**src/rtl/ex_result_stage.sv**
```systemverilog
// EX-stage result collector: priority-selects one of NUM_FU unit results,
// registers it with its destination tag and hands it to WB over valid/ready.
// Optional zero-latency bypass lane (FU BYP_IDX) skips the register when the
// stage is empty and WB is ready. BYP_IDX >= NUM_FU disables the bypass.
// Ports:
//   clk, rst         clock, synchronous active-high reset
//   fu_valid_i       per-FU result valid
//   fu_result_i      packed results, FU k at [k*XLEN +: XLEN]
//   fu_tag_i         packed destination tags, same packing
//   ready_o          stage can accept a result this cycle
//   valid_o          result_o/tag_o valid towards WB
//   result_o, tag_o  selected result and its destination tag
//   ready_i          WB accepts this cycle
//   conflict_o       sticky: more than one FU valid while accepting
//   stall_cnt_o      saturating stall counter (EX_STALL_CNT_EN only)
// Optional feature macro: EX_STALL_CNT_EN.
module ex_result_stage #(
    parameter int XLEN    = 32,
    parameter int NUM_FU  = 6,
    parameter int TAG_W   = 5,
    parameter int BYP_IDX = 4
) (
    input  logic                    clk,
    input  logic                    rst,
    input  logic [NUM_FU-1:0]       fu_valid_i,
    input  logic [NUM_FU*XLEN-1:0]  fu_result_i,
    input  logic [NUM_FU*TAG_W-1:0] fu_tag_i,
    output logic                    ready_o,
    output logic                    valid_o,
    output logic [XLEN-1:0]         result_o,
    output logic [TAG_W-1:0]        tag_o,
    input  logic                    ready_i,
`ifdef EX_STALL_CNT_EN
    output logic [15:0]             stall_cnt_o,
`endif
    output logic                    conflict_o
);

    localparam int SEL_W = (NUM_FU > 1) ? $clog2(NUM_FU) : 1;

    logic              valid_q, valid_d;
    logic [XLEN-1:0]   data_q, data_d;
    logic [TAG_W-1:0]  tag_q, tag_d;
    logic              conflict_q, conflict_d;

    logic [SEL_W-1:0]  sel;
    logic [XLEN-1:0]   sel_res;
    logic [TAG_W-1:0]  sel_tag;
    logic              any;
    logic              multi;
    logic              accept;
    logic              load;
    logic              byp_take;
    logic [XLEN-1:0]   byp_res;
    logic [TAG_W-1:0]  byp_tag;

    // Lowest index wins: scan from the top so lower indices overwrite.
    always_comb begin
        sel     = '0;
        sel_res = '0;
        sel_tag = '0;
        for (int k = NUM_FU - 1; k >= 0; k--) begin
            if (fu_valid_i[k]) begin
                sel     = SEL_W'(k);
                sel_res = fu_result_i[k*XLEN +: XLEN];
                sel_tag = fu_tag_i[k*TAG_W +: TAG_W];
            end
        end
    end

    assign any     = |fu_valid_i;
    // Clearing the lowest set bit leaves something only if >1 bit was set.
    assign multi   = |(fu_valid_i & (fu_valid_i - NUM_FU'(1)));
    assign ready_o = ~valid_q | ready_i;
    assign accept  = any & ready_o;

    generate
        if (BYP_IDX < NUM_FU) begin : g_byp
            assign byp_take = accept & (sel == SEL_W'(BYP_IDX))
                            & ~valid_q & ready_i;
            assign byp_res  = fu_result_i[BYP_IDX*XLEN +: XLEN];
            assign byp_tag  = fu_tag_i[BYP_IDX*TAG_W +: TAG_W];
        end else begin : g_nobyp
            assign byp_take = 1'b0;
            assign byp_res  = '0;
            assign byp_tag  = '0;
        end
    endgenerate

    // A bypassed result leaves the stage this cycle; never register it.
    assign load = accept & ~byp_take;

    always_comb begin
        valid_d    = valid_q;
        data_d     = data_q;
        tag_d      = tag_q;
        conflict_d = conflict_q | (multi & ready_o);
        if (load) begin
            valid_d = 1'b1;
            data_d  = sel_res;
            tag_d   = sel_tag;
        end else if (valid_q && ready_i) begin
            valid_d = 1'b0;
        end
    end

    always_ff @(posedge clk) begin
        if (rst) begin
            valid_q    <= 1'b0;
            data_q     <= '0;
            tag_q      <= '0;
            conflict_q <= 1'b0;
        end else begin
            valid_q    <= valid_d;
            data_q     <= data_d;
            tag_q      <= tag_d;
            conflict_q <= conflict_d;
        end
    end

    assign valid_o    = valid_q | byp_take;
    assign result_o   = byp_take ? byp_res : data_q;
    assign tag_o      = byp_take ? byp_tag : tag_q;
    assign conflict_o = conflict_q;

`ifdef EX_STALL_CNT_EN
    logic [15:0] stall_q, stall_d;

    always_comb begin
        stall_d = stall_q;
        if (valid_o && !ready_i && stall_q != 16'hFFFF)
            stall_d = stall_q + 16'd1;
    end

    always_ff @(posedge clk) begin
        if (rst) stall_q <= '0;
        else     stall_q <= stall_d;
    end

    assign stall_cnt_o = stall_q;
`endif

endmodule
```
**config.mk**
```make
export PLATFORM = sky130hd
export DESIGN_NAME = ex_result_stage
export DESIGN_NICKNAME = d
export VERILOG_FILES = /design/src/rtl/ex_result_stage.sv
export SDC_FILE = /design/constraint.sdc
export NUM_CORES = 1
export LEC_CHECK = 0
export CORE_MARGIN = 2
export CORE_UTILIZATION = 32
export CTS_CLUSTER_SIZE = 24
export DETAILED_ROUTE_END_ITERATION = 16
export HOLD_SLACK_MARGIN = 0.06
export PLACE_DENSITY = 0.75
export SKIP_CTS_REPAIR_TIMING = 1
export SYNTH_ARGS = -nofsm -noshare
export SYNTH_HDL_FRONTEND = slang
export SYNTH_SLANG_ARGS = --single-unit
```
**constraint.sdc**
```tcl
create_clock -name clk -period 2.5 [get_ports clk]
set_clock_uncertainty 0.05 [all_clocks]
set_input_delay 0.375 -clock clk [delete_from_list [all_inputs] [get_ports clk]]
set_output_delay 0.375 -clock clk [all_outputs]
set_load 0.05 [all_outputs]
```
==> metrics.md, run 1 <==
| Metric | Value |
|---|---|
| Syn_nets | just over 700 |
| Vias/cell | around 5.6 |
| Initial DRC count | roughly 290 |
| Critical path class | in2out |
| Share of the synthesized area in the top cell type | 0.2252 |
| Max-cap violations | 0 |
| Reg2Reg Setup Slack | 0.77 ns |
| Worst Path Max Fanout | 6 |
| Reg2reg path depth | 5 |
| Setup crit start kind | input port |
| Critical Path AT | around 2.0 ns |
| Fin crit period | about 2.4 ns |
| Worst path required time | ~2.1 ns |
| Avg Inst Size Synth | approximately 7.1 sq um |
| GPL Wtd Cong | 0.8796 |
| Area of the multi-input gates | approximately 2500 sq um |
| Nets | 960 |
| Storage element area | roughly 780 sq um |
| Leak Pwr | 2.529 nW |
| Remaining antenna violation count | 0 |
| Final wirelength | ~16000 microns |
| Chip width | roughly 110 microns |
| Clk root buf | clkbuf_8 |
| Cell variety after synth | 30 |
| RSZ-0062 raised after global routing | false |
| DR pass1 iterations | 6 |
| Hold Path Stages | 2 |
| Die height | approximately 110 microns |
| Status | completed |
| Initial antenna violation count | 0 |
| Area delta synth->final | 91.01% |
| Most frequent cell after synthesis | nor3_1 |
| # fillers | about 940 |
| Initial Util | 0.3241 |
| # rows | 38 |
| Setup Total Neg Slack | 0 ns |
| Final Hold Fails | 0 |
| CTS clk-pin slew, worst paths | about 0.080 ns |
| Ys flop type | dfxtp_1 |
| CTS Buffer Depth | 2 |
| Synth Warn # | 0 |
| Vias in the first global route | roughly 4.7k |
| Seq/Total Area, Yosys | 0.2252 |
| Final Max Slew Viols | 0 |
| HP Start | data_q[3] |
| Mapped Cells | 485 |
| Slew headroom | 0.4732 |
| Die area | about 12000 sq um |
| Grt ovf | 0 |
| TritonCTS clock tree | done |
| Number of synthesized flops with an enable pin | 0 |
| Pwr/cell area | around 370 nW/um^2 |
| Global Route Usage Sum | 0.2515 |
| # IOs | about 270 |
| Post-synthesis cell area | between 3000 and 4000 sq um |
| Leading area contributor after synthesis | dfxtp_1 |
| Fin crit share | 0.9620 |
| Global-route wire length before repair | approximately 23000 microns |
| Placeable Area | 10700 sq um |
| Critical path capture point type | primary output |
| Detailed placement HPWL | approximately 12000 microns |
| Routed WL per cell | roughly 19 microns |
| CTS H-tree lvls | 2 |
| Async SR Flop Fraction | 0 |
| Register bit total from synthesis | 39 |
| RR Endpoint | data_q[29] |
| Largest net degree at the start of global routing | 75 |
| Setup-failing EPs final | 0 |
| Clk_lat worst skew | 0.30 ns |
| Clock Sinks | 39 |
| Reg2reg start | valid_q |
| Measured slew at the worst slew-check pin | between 0.7 and 0.8 ns |
| Synth top area cells | dfxtp_1, nor3_1, mux2_2 |
| WHS | between 0.4 and 0.5 ns |
| Detailed-route via count | approximately 4.9k |
| Num CTS Buffers | 5 |
| Share of cells above drive strength 1 | 0.1644 |
| Top cells by count, synth | nor3_1, nand2_1, clkbuf_1, o21ai_0, dfxtp_1 |
| Hold Path Sink | data_q[3] |
| Maximum VDD drop | about 340 uV |
| N_diodes | 0 |
| Port Buffers | 270 |
| Fmax | between 400 and 500 MHz |
| Hold crit path type | reg2reg |
| Residual DRC count | 0 |
[worst max-delay path: stages]
cell,delay [ns]
buf_2,0.11
or3_4,0.40
nor3_4,0.29
buf_12,0.17
clkbuf_16,0.17
mux2_4,0.31
buf_8,0.15
[cells by family (layout without fill, tap and decap cells)]
family                 after synthesis  after routing  synth area share
muxes                               37             37            0.1202
DFF                                 39             39            0.2252
buffers and inverters               55            300           0.07326
AOI/OAI and AO/OA                  136            136            0.2725
and+or+nand+nor                    218            218            0.3089
[cells in the final DEF, fill, tap and decap left out, types with 3 or more instances in the layout]
cell / instances
a21oi_1: 9
a221oi_1: 37
a22oi_1: 36
buf_12: 6
buf_2: 5
buf_4: 25
buf_6: 6
buf_8: 20
clkbuf_8: 5
clkdlybuf4s50_1: 224
dfxtp_1: 39
mux2_2: 17
mux2_4: 20
nand2_1: 43
nand3_1: 5
nor2_1: 33
nor2b_1: 32
nor3_1: 91
o21ai_0: 42
o22ai_1: 6
or2_2: 3
[state kept, by name (all words and copies together) (netlist names)]
name        cells
data_q         32
tag_q           5
conflict_o      1
valid_q         1
[area by class of cell]
| type | count | share of cell area |
|---|---|---|
| timing repair buffer | 290 | 0.4557 |
| multi-input combinational | 391 | 0.3818 |
| sequential | 39 | 0.1179 |
| tap | 140 | 0.02645 |
| clock buffer | 5 | 0.01039 |
| clock inverter | 3 | 0.006613 |
| inverter | 2 | 0.001134 |
[power by group]
group | leakage (nW) | switching, W | internal (W)
registers | 0.324 | 0.0000348 | 0.000677
clock network | 0.0581 | 0.000245 | 0.000297
logic | 2.15 | 0.000564 | 0.000640
[how the worst max path moves through the flow]
| stage | from | cells after the start | end |
|---|---|---|---|
| finish | fu_valid_i[1] | 7 | result_o[10] |
| global route | fu_valid_i[1] | 7 | result_o[11] |
| CTS | fu_valid_i[2] | 6 | result_o[23] |
| detailed placement | fu_valid_i[2] | 6 | result_o[23] |
| global placement | fu_valid_i[2] | 6 | tag_o[4] |
| floorplan | fu_valid_i[1] | 7 | result_o[16] |
[routing by layer]
| layer | GRT usage | wire length (microns) |
|---|---|---|
| met1 | 0.2859 | 6341 |
| met2 | 0.4721 | 8460 |
| met3 | 0.04461 | 1322 |
| met4 | 0.08150 | 361 |
| met5 | 0 | 0 |
[per-stage QoR]
step	total power [W]	setup WS, ns	instances	area [sq um]	utilization
global route	0.002582	0.06117	870	6623	0.6191
finish	0.002458	0.09495	870	6623	0.6191
floorplan	0.001279	0.09279	485	3467	-
global placement	0.001827	-0.1726	858	6175	0.5772
detailed placement	0.001843	-0.2073	858	6175	0.5772
CTS	0.002386	-0.2065	866	6287	0.5877
Power figures use the tool's default switching activity.
==> run 2: changes to the inputs <==
--- a/config.mk
+++ b/config.mk
@@ -5,12 +5,14 @@
 export SDC_FILE = /design/constraint.sdc
 export NUM_CORES = 1
 export LEC_CHECK = 0
+export CELL_PAD_IN_SITES_DETAIL_PLACEMENT = 0
+export CELL_PAD_IN_SITES_GLOBAL_PLACEMENT = 1
 export CORE_MARGIN = 2
-export CORE_UTILIZATION = 32
+export CORE_UTILIZATION = 22
 export CTS_CLUSTER_SIZE = 24
 export DETAILED_ROUTE_END_ITERATION = 16
 export HOLD_SLACK_MARGIN = 0.06
-export PLACE_DENSITY = 0.75
+export PLACE_DENSITY = 0.79
 export SKIP_CTS_REPAIR_TIMING = 1
 export SYNTH_ARGS = -nofsm -noshare
 export SYNTH_HDL_FRONTEND = slang
==> run 2 against run 1 <==
Worst hold slack got worse by 0.0024 ns. Routed wire length grew 6.3%. Sequential share of layout area decreased by 0.15 points. Sequential power hardly changed. Critical path type unchanged. Critical endpoint is now result_o[23]. Largest power group unchanged.
==> metrics.md, run 2 (synthesis gave the netlist of run 1 again) <==
| Metric | Value |
|---|---|
| Leak Pwr | 2.526 nW |
| Detailed-route via count | between 4k and 5k |
| Placed insts | between 900 and 1k |
| Internal power | between 0.0015 and 0.002 W |
| Initial DRC count | 198 |
| Die area | approximately 17000 sq um |
| TritonCTS clock tree | done |
| N_diodes | 0 |
| DR pass1 iterations | 4 |
| Worst Path Max Fanout | 6 |
| Clk_lat worst skew | 0.27 ns |
| CP peak stage delay | around 0.4 ns |
| Final wirelength | 17520 microns |
| Fmax | just over 400 MHz |
| Grt ovf | 0 |
| Remaining antenna violation count | 0 |
| Fin crit period | around 2.4 ns |
| Global-route wire length before repair | between 20000 and 25000 microns |
| Critical Path AT | just over 2 ns |
| Top flop regs | data_q (32), tag_q (5) |
| Initial Util | 0.2264 |
| Pwr/cell area | 371.1 nW/um^2 |
| Clock Power Share | 0.236 |
| RSZ-0062 raised after global routing | false |
| Setup Total Neg Slack | 0 ns |
| Hold Path Stages | 2 |
| Cell mode on critical path | buf_12 |
| Slowest CP cell | or3_4 |
| Reg2reg start | valid_q |
| Routed WL per cell | 18.60 microns |
| Residual DRC count | 0 |
| Num CTS Buffers | 5 |
| Total power draw | around 0.0025 W |
| Largest register FFs | 32 |
| Switching Fraction | 0.3336 |
| Worst path required time | 2.08 ns |
| Share of cells above drive strength 1 | 0.1642 |
| Detailed placement HPWL | around 12000 microns |
| Global Route Usage Sum | 0.1868 |
| # fillers | about 1.5k |
| GPL Wtd Cong | 0.8904 |
| CTS H-tree lvls | 2 |
| Hold Path Sink | data_q[12] |
| Power share of the sequential group | 0.286 |
| Reg2reg path depth | 6 |
| Nets | around 960 |
| Commonest non-fill, non-tap cell in the layout | clkdlybuf4s50_1 |
| Measured slew at the worst slew-check pin | roughly 0.79 ns |
| Combinational Power Share | 0.477 |
| Biggest register | data_q |
| Chip width | around 130 microns |
| CP Cell Sequence | buf_2, or3_4, nor3_4, buf_12, buf_12, mux2_2, buf_4 |
| HP Start | data_q[12] |
| Fin crit share | 0.9784 |
| Port Buffers | 270 |
| Initial antenna violation count | 0 |
| # IOs | ~270 |
| RR Endpoint | data_q[29] |
| Critical path class | in2out |
| Setup crit start kind | input port |
| Vias/cell | between 5 and 6 |
| Critical path capture point type | primary output |
| Final Hold Fails | 0 |
| Area delta synth->final | 93.40% |
| Die height | 129.5 microns |
| Hold crit path type | reg2reg |
| Final Max Slew Viols | 0 |
| Setup-failing EPs final | 0 |
| Switching power | a little over 0.0008 W |
| Slew headroom | 0.4724 |
| Vias in the first global route | between 4k and 5k |
| Post-route non-filler standard cell count | between 900 and 1k |
| Clock Sinks | 39 |
| Reg2Reg Setup Slack | about 0.68 ns |
| # rows | 45 |
| Final core occ | 0.4378 |
| Largest net degree at the start of global routing | 75 |
| Max-cap violations | 0 |
| Status | completed |
| CTS clk-pin slew, worst paths | approximately 0.060 ns |
| WHS | around 0.41 ns |
| Clk root buf | clkbuf_16 |
| Commonest cells after routing, fill and taps aside | clkdlybuf4s50_1, nor3_1, nand2_1, o21ai_0, dfxtp_1 |
| Placeable Area | about 15000 sq um |
| Maximum VDD drop | 203.6 uV |
| CTS Buffer Depth | 2 |
==> run 2: worst max path at each step <==
stage          depth (start not counted)     startpoint      endpoint
6_report                               7  fu_valid_i[1]  result_o[23]
5_1_grt                                7  fu_valid_i[1]  result_o[16]
4_1_cts                                6  fu_valid_i[2]  result_o[18]
3_5_place_dp                           6  fu_valid_i[2]  result_o[18]
3_3_place_gp                           6  fu_valid_i[2]  result_o[31]
2_1_floorplan                          7  fu_valid_i[1]  result_o[16]
==> run 2: layout make-up <==
cell class	instances	area (sq um)	area share
Clock buffer	6	128.9	0.01922
Tap cell	211	264.0	0.03937
Sequential cell	39	780.7	0.1164
Inverter	2	7.507	0.001120
Timing Repair Buffer	293	3029	0.4518
Multi-Input combinational cell	391	2495	0.3721
==> run 2: layer usage <==
| layer | GRT usage | routed length, microns |
|---|---|---|
| met2 | 0.3409 | 8570 |
| met5 | 0 | 0 |
| met3 | 0.04377 | 1694 |
| met4 | 0.05693 | 383 |
| met1 | 0.2161 | 6873 |
==> run 2: worst max-delay path: cells and delay by family <==
kind / cells / cell delay (ns)
buffers and inverters: 4 / 0.62
muxes: 1 / 0.33
and+or+nand+nor: 2 / 0.69
==> run 2: power groups by stage <==
stage / Combinational (W) / Sequential, W / Clock (W)
after floorplan: 0.000565 / 0.000714 / 0
after global placement: 0.00112 / 0.000726 / 0
after detailed placement: 0.00113 / 0.000723 / 0
after CTS: 0.00113 / 0.000711 / 0.000619
after global routing: 0.00127 / 0.000719 / 0.000644
final: 0.00119 / 0.000712 / 0.000588
==> run 2: stage by stage <==
step	setup WS, ns	cell area (sq um)
after global placement	-0.1544	6236
after CTS	-0.1903	6365
final	0.05392	6705
after detailed placement	-0.1870	6236
after global routing	0.03264	6705
after floorplan	0.09279	3467
